$ cat src/rtl/mux_scan_serializer_pkg.sv
// mux_scan_pkg: shared types and default sizing for the mux scan serializer.
//   state_t     : scan FSM states
//   NUM_CH_DEF  : default channel count
//   SEL_W_DEF   : default select width ($clog2 of NUM_CH_DEF)
package mux_scan_pkg;

   localparam int NUM_CH_DEF = 8;
   localparam int SEL_W_DEF  = 3;

   typedef enum logic [1:0] {
      IDLE   = 2'd0,
      SETTLE = 2'd1,
      SAMPLE = 2'd2,
      HOLD   = 2'd3
   } state_t;

endpackage

$ cat src/rtl/mux_scan_serializer_if.sv
// mux_scan_serializer_if: control, mux and word handshake signals of the serializer.
//   start, cont : scan control (from controller)
//   y, sel      : sampled mux output / mux select
//   data_out, valid, ready : captured word handshake
//   busy, start_ign        : status
// master = controller/downstream side, slave = serializer side.
interface mux_scan_serializer_if
   import mux_scan_pkg::*;
#(
   parameter int NUM_CH = NUM_CH_DEF,
   parameter int SEL_W  = SEL_W_DEF
);
   logic              start;
   logic              cont;
   logic              y;
   logic              ready;
   logic [SEL_W-1:0]  sel;
   logic [NUM_CH-1:0] data_out;
   logic              valid;
   logic              busy;
   logic              start_ign;

   modport master (
      output start, cont, y, ready,
      input  sel, data_out, valid, busy, start_ign
   );

   modport slave (
      input  start, cont, y, ready,
      output sel, data_out, valid, busy, start_ign
   );
endinterface

$ cat src/rtl/mux_scan_serializer.sv
// mux_scan_serializer: steps a mux select through all channels, waits SETTLE_CYC
// cycles on each, samples y, and presents the packed word on valid/ready.
//   clk   : clock, rising edge
//   rst_n : asynchronous active-low reset
//   bus   : slave modport (start, cont, y, ready in; sel, data_out, valid, busy, start_ign out)
module mux_scan_serializer
   import mux_scan_pkg::*;
#(
   parameter int NUM_CH     = NUM_CH_DEF,
   parameter int SEL_W      = SEL_W_DEF,
   parameter int SETTLE_CYC = 1
) (
   input logic                  clk,
   input logic                  rst_n,
   mux_scan_serializer_if.slave bus
);

   // With no settle time every channel goes straight to its sample cycle.
   localparam state_t           CH_ENTRY = (SETTLE_CYC == 0) ? SAMPLE : SETTLE;
   localparam logic [3:0]       CNT_LAST = 4'((SETTLE_CYC == 0) ? 0 : SETTLE_CYC - 1);
   localparam logic [SEL_W-1:0] SEL_LAST = SEL_W'(NUM_CH - 1);

   state_t            state;
   logic [3:0]        cnt;
   logic [NUM_CH-1:0] cap;

   always_ff @(posedge clk or negedge rst_n) begin
      if (!rst_n) begin
         state         <= IDLE;
         cnt           <= '0;
         cap           <= '0;
         bus.sel       <= '0;
         bus.data_out  <= '0;
         bus.valid     <= 1'b0;
         bus.busy      <= 1'b0;
         bus.start_ign <= 1'b0;
      end else begin
         bus.start_ign <= bus.start && (state != IDLE);
         case (state)
            IDLE: begin
               if (bus.start) begin
                  state    <= CH_ENTRY;
                  bus.sel  <= '0;
                  cnt      <= '0;
                  bus.busy <= 1'b1;
               end
            end
            SETTLE: begin
               cnt <= cnt + 4'd1;
               if (cnt == CNT_LAST) state <= SAMPLE;
            end
            SAMPLE: begin
               cap[bus.sel] <= bus.y;
               if (bus.sel == SEL_LAST) begin
                  // Last channel: its bit comes straight from y, cap is not yet updated.
                  bus.data_out <= {bus.y, cap[NUM_CH-2:0]};
                  bus.valid    <= 1'b1;
                  state        <= HOLD;
               end else begin
                  bus.sel <= bus.sel + SEL_W'(1);
                  cnt     <= '0;
                  state   <= CH_ENTRY;
               end
            end
            HOLD: begin
               // valid is always 1 here, so ready alone marks acceptance.
               if (bus.ready) begin
                  bus.valid <= 1'b0;
                  bus.sel   <= '0;
                  cnt       <= '0;
                  if (bus.cont) begin
                     state <= CH_ENTRY;
                  end else begin
                     state    <= IDLE;
                     bus.busy <= 1'b0;
                  end
               end
            end
            default: state <= IDLE;
         endcase
      end
   end

endmodule

$ cat src/flat_wrapper.sv
// flat-port wrapper written by rule: the top's interface ports become plain ports
module mux_scan_serializer_flat import mux_scan_pkg::*;
#(
   parameter int NUM_CH     = NUM_CH_DEF,
   parameter int SEL_W      = SEL_W_DEF,
   parameter int SETTLE_CYC = 1
)
  (clk, rst_n, bus_start, bus_cont, bus_y, bus_ready, bus_sel, bus_data_out, bus_valid, bus_busy, bus_start_ign);
  mux_scan_serializer_if #(.NUM_CH(NUM_CH), .SEL_W(SEL_W)) bus_i ();
  input logic clk;
  input logic rst_n;
  input wire logic [$bits(bus_i.start)-1:0] bus_start;
  input wire logic [$bits(bus_i.cont)-1:0] bus_cont;
  input wire logic [$bits(bus_i.y)-1:0] bus_y;
  input wire logic [$bits(bus_i.ready)-1:0] bus_ready;
  output wire logic [$bits(bus_i.sel)-1:0] bus_sel;
  output wire logic [$bits(bus_i.data_out)-1:0] bus_data_out;
  output wire logic [$bits(bus_i.valid)-1:0] bus_valid;
  output wire logic [$bits(bus_i.busy)-1:0] bus_busy;
  output wire logic [$bits(bus_i.start_ign)-1:0] bus_start_ign;
  assign bus_i.start = bus_start;
  assign bus_i.cont = bus_cont;
  assign bus_i.y = bus_y;
  assign bus_i.ready = bus_ready;
  assign bus_sel = bus_i.sel;
  assign bus_data_out = bus_i.data_out;
  assign bus_valid = bus_i.valid;
  assign bus_busy = bus_i.busy;
  assign bus_start_ign = bus_i.start_ign;
  mux_scan_serializer #(.NUM_CH(NUM_CH), .SEL_W(SEL_W), .SETTLE_CYC(SETTLE_CYC)) u_core (.clk(clk), .rst_n(rst_n), .bus(bus_i));
endmodule
$ cat config.mk
export PLATFORM = sky130hd
export DESIGN_NAME = mux_scan_serializer_flat
export DESIGN_NICKNAME = d
export VERILOG_FILES = /design/src/rtl/mux_scan_serializer_pkg.sv /design/src/rtl/mux_scan_serializer_if.sv /design/src/rtl/mux_scan_serializer.sv /design/src/flat_wrapper.sv
export SDC_FILE = /design/constraint.sdc
export NUM_CORES = 1
export LEC_CHECK = 0
export BUFFER_PORTS_ARGS = -buffer_cell sky130_fd_sc_hd__buf_2
export CORE_UTILIZATION = 59
export DETAILED_ROUTE_END_ITERATION = 7
export GPL_ROUTABILITY_DRIVEN = 0
export GPL_TIMING_DRIVEN = 0
export PLACE_DENSITY = 0.82
export SLEW_MARGIN = 20
export SYNTH_ARGS = -nofsm -noshare
export SYNTH_HDL_FRONTEND = slang
export SYNTH_SLANG_ARGS = --single-unit
$ cat constraint.sdc
create_clock -name clk -period 2.7 [get_ports clk]
set_clock_uncertainty 0.15 [all_clocks]
set_input_delay 0.27 -clock clk [delete_from_list [all_inputs] [get_ports clk]]
set_output_delay 0.27 -clock clk [all_outputs]
set_load 0.01 [all_outputs]
==> results of run 1 <==
cell usage after synthesis, types with 2 or more instances:
master / count / share of area, %
a21oi_1: 4 / 1.5
mux2_2: 9 / 7.8
a22o_1: 2 / 1.3
ha_1: 4 / 3.9
nor3_1: 3 / 1.2
buf_6: 2 / 1.7
nand2b_1: 2 / 0.96
a31oi_1: 2 / 0.96
inv_1: 5 / 1.4
nand3_1: 5 / 1.9
nor3b_1: 2 / 1.2
dfrtp_1: 27 / 52
xor2_1: 2 / 1.3
nand3b_1: 3 / 1.7
nor2_1: 3 / 0.87
mux2_1: 7 / 6.1
nand2_1: 7 / 2.0
flip-flops by register name (all words and copies together) (netlist names):
signal and count:
u_core.bus.data_out 8, u_core.bus.valid 1, u_core.bus.start_ign 1, u_core.cap 7, u_core.cnt 4, u_core.bus.sel 3, u_core.bus.busy 1, u_core.state 2
cells by family (layout without fill, tap and decap cells):
kind of cell	after synthesis	count (layout)	synth area share (%)
muxes	17	17	14.6
adders and majority gates	4	4	3.85
and+or+nand+nor	33	33	17.0
AOI/OAI and AO/OA	14	14	7.61
DFF	27	27	52.0
buffers and inverters	8	32	3.56
xor gates and xnor gates	2	2	1.35
metal layers:
metal	track usage, %	vias to the layer above	wire length, um
li1	-	425	-
met3	3.43	6	64
met5	0	-	0
met1	26.0	445	990
met4	15.2	0	62
met2	37.5	20	1140
stage by stage:
stage | hold WS [ns] | worst slack [ns] | utilization (%)
global route | 0.0407 | 0.581 | 72.5
global placement | 0.146 | 0.769 | 70.6
floorplan | -0.176 | 0.863 | -
detailed placement | 0.155 | 0.700 | 70.6
finish | 0.0423 | 0.687 | 72.5
CTS | 0.0277 | 0.682 | 72.5
final cells by class:
type,count,area [sq um]
buffer,3,27.5
clock buffer,3,22.5
clock inverter,1,5.00
fill,138,557
inverter,5,18.8
multi-input combinational,70,577
sequential,27,676
tap,27,33.8
timing repair buffer,20,105
timing repair:
item                      4_1_cts  5_1_grt
hold endpoints to repair       27        0
setup buffers                   0        0
hold buffers                    1        0
power by group through the flow:
stage          combinational (uW)  sequential [uW]  clock [uW]
2_1_floorplan                 321              614           0
3_3_place_gp                  418              615           0
3_5_place_dp                  443              623           0
4_1_cts                       447              614         180
5_1_grt                       496              629         191
6_report                      443              616         173
final timing paths:
check | end | slack, ns | cells past startpoint
worst max-delay path | u_core.cnt[1] | 0.69 | 5
worst min-delay path | u_core.bus.start_ign | 0.04 | 2
worst max register to register | u_core.cnt[1] | 0.69 | 5
max in group asynchronous | u_core.cap[0] | 1.71 | 2
worst min register to register | u_core.cap[3] | 0.35 | 1
min in group asynchronous | u_core.bus.data_out[7] | 0.31 | 2
cells in the final DEF, fill, tap and decap left out:
cell and instances:
dfrtp_1 27, buf_2 20, mux2_2 9, nand2_1 7, mux2_1 7, inv_1 5
nand3_1 5, a21oi_1 4, ha_1 4, nor3_1 3, nand3b_1 3, nor2_1 3
clkbuf_4 3, buf_6 2, nand2b_1 2, nor3b_1 2, a31oi_1 2, a22o_1 2
xor2_1 2, o21a_1 1, and4bb_2 1, o31ai_1 1, nand3b_4 1, o21ai_0 1
nor3b_4 1, or2_2 1, nand2_2 1, a221oi_2 1, o22ai_1 1, nand3_2 1
mux2i_1 1, nor3b_2 1, nand4_1 1, o211ai_1 1, clkinv_2 1, dlygate4sd3_1 1
worst max-delay path, cell delays in order, from the launching register on:
cell     delay [ns]
dfrtp_1        0.52
ha_1           0.24
ha_1           0.25
or2_2          0.36
a31oi_1        0.26
o22ai_1        0.12
==> results_dict.tcl, run 1 <==
set metrics [dict create \
    pwr-share-seq_pct 50.0 \
    combPwrFrac_pct 36.0 \
    peakVddDrop_mv 0.535 \
    ant_nets 0 \
    cts_resized 0 \
    finalMaxSlewViolations 0 \
    relSlewSlack_pct 61.5 \
    worst_ep_arrival_time_ns 2.08 \
    final_cells 156 \
    period_needed_ns 2.01 \
    synthesis.area_sq_mm 0.00130 \
    clkPwrFrac_pct 14.0 \
    ys_warn_count 0 \
    gr-usage-all-layers_pct 22.2 \
    synth-edff-count 0 \
    switching_share_pct 37.3 \
    worstMarginPinSlew_ns 0.578 \
    final_area_sq_mm 0.00147 \
    synth_flop_cell "dfrtp_1" \
    critPathLaunch "u_core.bus.sel[1]" \
    cts-htree-levels 1 \
    clkTransAtPathRegs_ns 0.14 \
    critPathKind "reg -> reg" \
    required_ns 2.76 \
    num_vias 896 \
    die_w_um 48.9 \
    grt_max_degree 28 \
    start_kind "flip-flop" \
    hold_path_class "in -> reg" \
    hpwl_um 1640 \
    final-hold-violation-count 0 \
    rsz0062_at_grt "false" \
    viasPerCell 5.74 \
    cp-end-kind "flip-flop" \
    fp.dieH_um 48.9 \
    leakagePower_uw 0.000742 \
    async_flop_share_pct 100 \
    synth_cells 105 \
    area_growth_pct 12.8 \
    max_cap_violations 0 \
    ys_ff_latch 27 \
    dr.pass1.iters 4 \
    syn_nets 115 \
    initial_utilization_pct 64.2 \
    cts.sinks 27 \
    setup_viol 0 \
    portBuffers 19 \
    cts_tree "built" \
    synth_seq_area_share_pct 52.0 \
    routed_wl_um 2260 \
    insertion_delay_ns 0.32 \
    nets 140 \
    cts_buffers 3 \
    grt_first_pass_wirelength_um 3950 \
    post-route-period-util_pct 74.6 \
    drc 0 \
    clockBufferDepth 2 \
    p_total_uw 1230 \
    yosysUniqueCellTypes 33 \
    hold_path_startpoint "bus_start" \
    crit_fanout 10 \
    drt_iter0_markers 9 \
    fin_tns_setup_ns 0 \
    postSynthAreaPerCell_sq_um 12.4 \
    wl_per_cell_um 14.5 \
    core.rowCount 16 \
    grt_pass1_vias 903 \
    max_freq_ghz 0.497 \
    outcome "finished, final reports clean" \
    die-area_sq_mm 0.00239 \
    core_area_sq_mm 0.00202 \
    grt_overflow 0 \
    antenna_found_initial 0 \
    powerDensity_mw_per_mm2 841 \
    io_pins 20 \
    rr_startpoint "u_core.bus.sel[1]" \
    place_inst 151 \
    placed_area_sq_mm 0.00143 \
    p_sw_uw 460 \
    root_buffer "clkbuf_4" \
    antenna_cells 0 \
    power.internal_uw 772 \
    drive_gt1_share_pct 33.3 \
]
Note: power is estimated with default switching activity, not from simulation.
==> run 2: changes to the inputs <==
Settings changed: ABC_AREA set to 1, CORE_ASPECT_RATIO set to 2, CORE_UTILIZATION 59 to 49, PLACE_DENSITY 0.82 to 0.73.
Clock period 2.7 ns to 1.69 ns, I/O delays scaled along.
==> run 2 against run 1 <==
Against the previous run: setup slack worse by 0.59 ns; first-iteration DRC count rose to 3.1 times the previous value; hold slack worse by 0.037 ns; die area up 20%; synthesized cell count up 47%; combinational power up 89%; area after synthesis down 0.19%; total power up 73%.
==> results_dict.tcl, run 2 <==
set metrics [dict create \
    outcome "finished, final reports clean" \
    hpwl_um 1870 \
    dr.pass1.iters 4 \
    ys_warn_count 0 \
    cp_slowest_cell "dfrtp_2" \
    viasPerCell 4.94 \
    final_cell_mix "64 x nand2_1, 25 x dfrtp_1, 19 x buf_2, 11 x inv_1, 10 x nor2_1" \
    crit_fanout 5 \
    synth.top_cells.by_count "64 x nand2_1, 27 x dfrtp_1, 11 x inv_1" \
    grt_overflow 0 \
    worst_ep_arrival_time_ns 1.67 \
    gr-usage-all-layers_pct 20.0 \
    grt_pass1_vias 989 \
    cts.sinks 27 \
    reg2reg_slack_ns 0.09 \
    crit_path_max_incr_delay_ns 0.44 \
    required_ns 1.76 \
    synth_cells 154 \
    core_area_sq_mm 0.00254 \
    io_pins 20 \
    crit_buf_inv 0 \
    worst_slack_ns 0.0935 \
    relSlewSlack_pct 60.3 \
    peakVddDrop_mv 1.10 \
    rsz0062_at_grt "false" \
    clkTransAtPathRegs_ns 0.10 \
    wl_per_cell_um 11.8 \
    start_kind "flip-flop" \
    yosysUniqueCellTypes 19 \
    area_growth_pct 16.5 \
    grt_first_pass_wirelength_um 4060 \
    largest_reg_flops 8 \
    synth_most_common_cell "nand2_1" \
    synth_flop_cell "dfrtp_1" \
    drive_gt1_share_pct 23.8 \
    cts_buffers 3 \
    grt_max_degree 28 \
    final_area_sq_mm 0.00151 \
    num_vias 1032 \
    die_w_um 38.4 \
    dp_slack_ns 0.00514 \
    cts_tree "built" \
    syn_nets 164 \
    portBuffers 19 \
    ys_top_cells_by_area "dfrtp_1 52%, nand2_1 19%, ha_1 3.9%" \
    met3_usage_pct 2.65 \
    final_cells 209 \
    initial_utilization_pct 51.1 \
    insertion_delay_ns 0.28 \
    cts-htree-levels 1 \
    cpLargestDelayFamily "simple AND/OR/NAND/NOR gates" \
    fp.dieH_um 74.7 \
    routed_wl_um 2470 \
    drc 0 \
    placed_area_sq_mm 0.00143 \
    synth_top_area_cell "dfrtp_1" \
    synth_seq_area_share_pct 52.1 \
    reg_top3 "u_core.bus.data_out: 8 flops, u_core.cap: 7 flops, u_core.cnt: 4 flops" \
    place_inst 201 \
    leakagePower_uw 0.000867 \
    path_cells "ha_1 -> ha_1 -> nand3_4 -> nand2_2 -> nor2_1 -> nand2_1 -> nand2_1" \
    worstMarginPinSlew_ns 0.596 \
    die-area_sq_mm 0.00287 \
    period_needed_ns 1.60 \
    clockBufferDepth 2 \
    fin_tns_setup_ns 0 \
    antenna_found_initial 0 \
    busiest_layer "met2" \
    yosysTopAreaCellShare_pct 52.1 \
    synthesis.area_sq_mm 0.00130 \
    critPathKind "reg -> reg" \
    antenna_cells 0 \
    ant_nets 0 \
    root_buffer "clkbuf_8" \
    max_cap_violations 0 \
    core.rowCount 26 \
    globalRouteMet1Util_pct 19.9 \
    finalMaxSlewViolations 0 \
    post-route-period-util_pct 94.5 \
    max_freq_ghz 0.626 \
    powerDensity_mw_per_mm2 1410 \
    final_common_cell "nand2_1" \
    grt_util_met2_pct 38.2 \
    postSynthAreaPerCell_sq_um 8.42 \
    setup_viol 0 \
    cp-end-kind "flip-flop" \
    final-hold-violation-count 0 \
    p_total_uw 2130 \
    ys_ff_latch 27 \
    async_flop_share_pct 100 \
    hold_path_class "in -> reg" \
    nets 192 \
    drt_iter0_markers 28 \
    top_register "u_core.bus.data_out" \
    synth-edff-count 0 \
]
## run 2: report_power, final
part           total (uW)  internal [uW]  switching, uW
Combinational         838            322            516
Sequential            914            800            114
Clock                 381            166            215
## run 2: metal layers
| metal | wire, um | vias up |
|---|---|---|
| met1 | 953 | 481 |
| met5 | 0 | - |
| met4 | 45 | 0 |
| li1 | - | 534 |
| met2 | 1430 | 13 |
| met3 | 39 | 4 |
## run 2: cell families after synthesis
group	count (synthesis)	synth area share (%)
DFF	27	52.1
buffers and inverters	17	6.56
adders and majority gates	4	3.86
and+or+nand+nor	93	32.2
AOI/OAI and AO/OA	13	5.21
## run 2: timing repair
action	4_1_cts	5_1_grt
gates resized for setup	1	2
setup buffers	0	2
endpoints found under the hold margin	28	0
setup endpoints to repair	1	3
hold buffers	2	0
## run 2: area by class of cell
cell class	instances	area (sq um)
Fill cell	228	1030
Sequential cell	27	678
Multi-Input combinational cell	110	536
Timing Repair Buffer	23	130
Inverter	14	55.1
Clock buffer	3	41.3
Tap cell	28	35.0
Buffer	3	30.0
Clock inverter	1	5.00
## run 2: metrics by stage
stage | util, % | hold WS, ns
CTS | 58.9 | 0.00782
finish | 59.5 | 0.00544
global route | 59.5 | 0.000318
floorplan | - | -0.277
detailed placement | 56.2 | 0.0602
global placement | 56.2 | 0.0460
## run 2: worst paths after layout
check | from | end | cells after the start
max | u_core.bus.sel[0] | u_core.bus.sel[0] | 7
min | bus_start | u_core.bus.start_ign | 3
max reg2reg | u_core.bus.sel[0] | u_core.bus.sel[0] | 7
min reg2reg | u_core.bus.data_out[1] | u_core.bus.data_out[1] | 2
max in group asynchronous | rst_n | u_core.bus.sel[1] | 2
min in group asynchronous | rst_n | u_core.bus.data_out[3] | 2
## run 2: worst register-to-register path, delay by kind of cell, from the launching register on
kind	cells	cell delay [ns]
adder cells (fa/ha/maj)	2	0.44
flip-flops	1	0.44
AND/OR/NAND/NOR	5	0.50
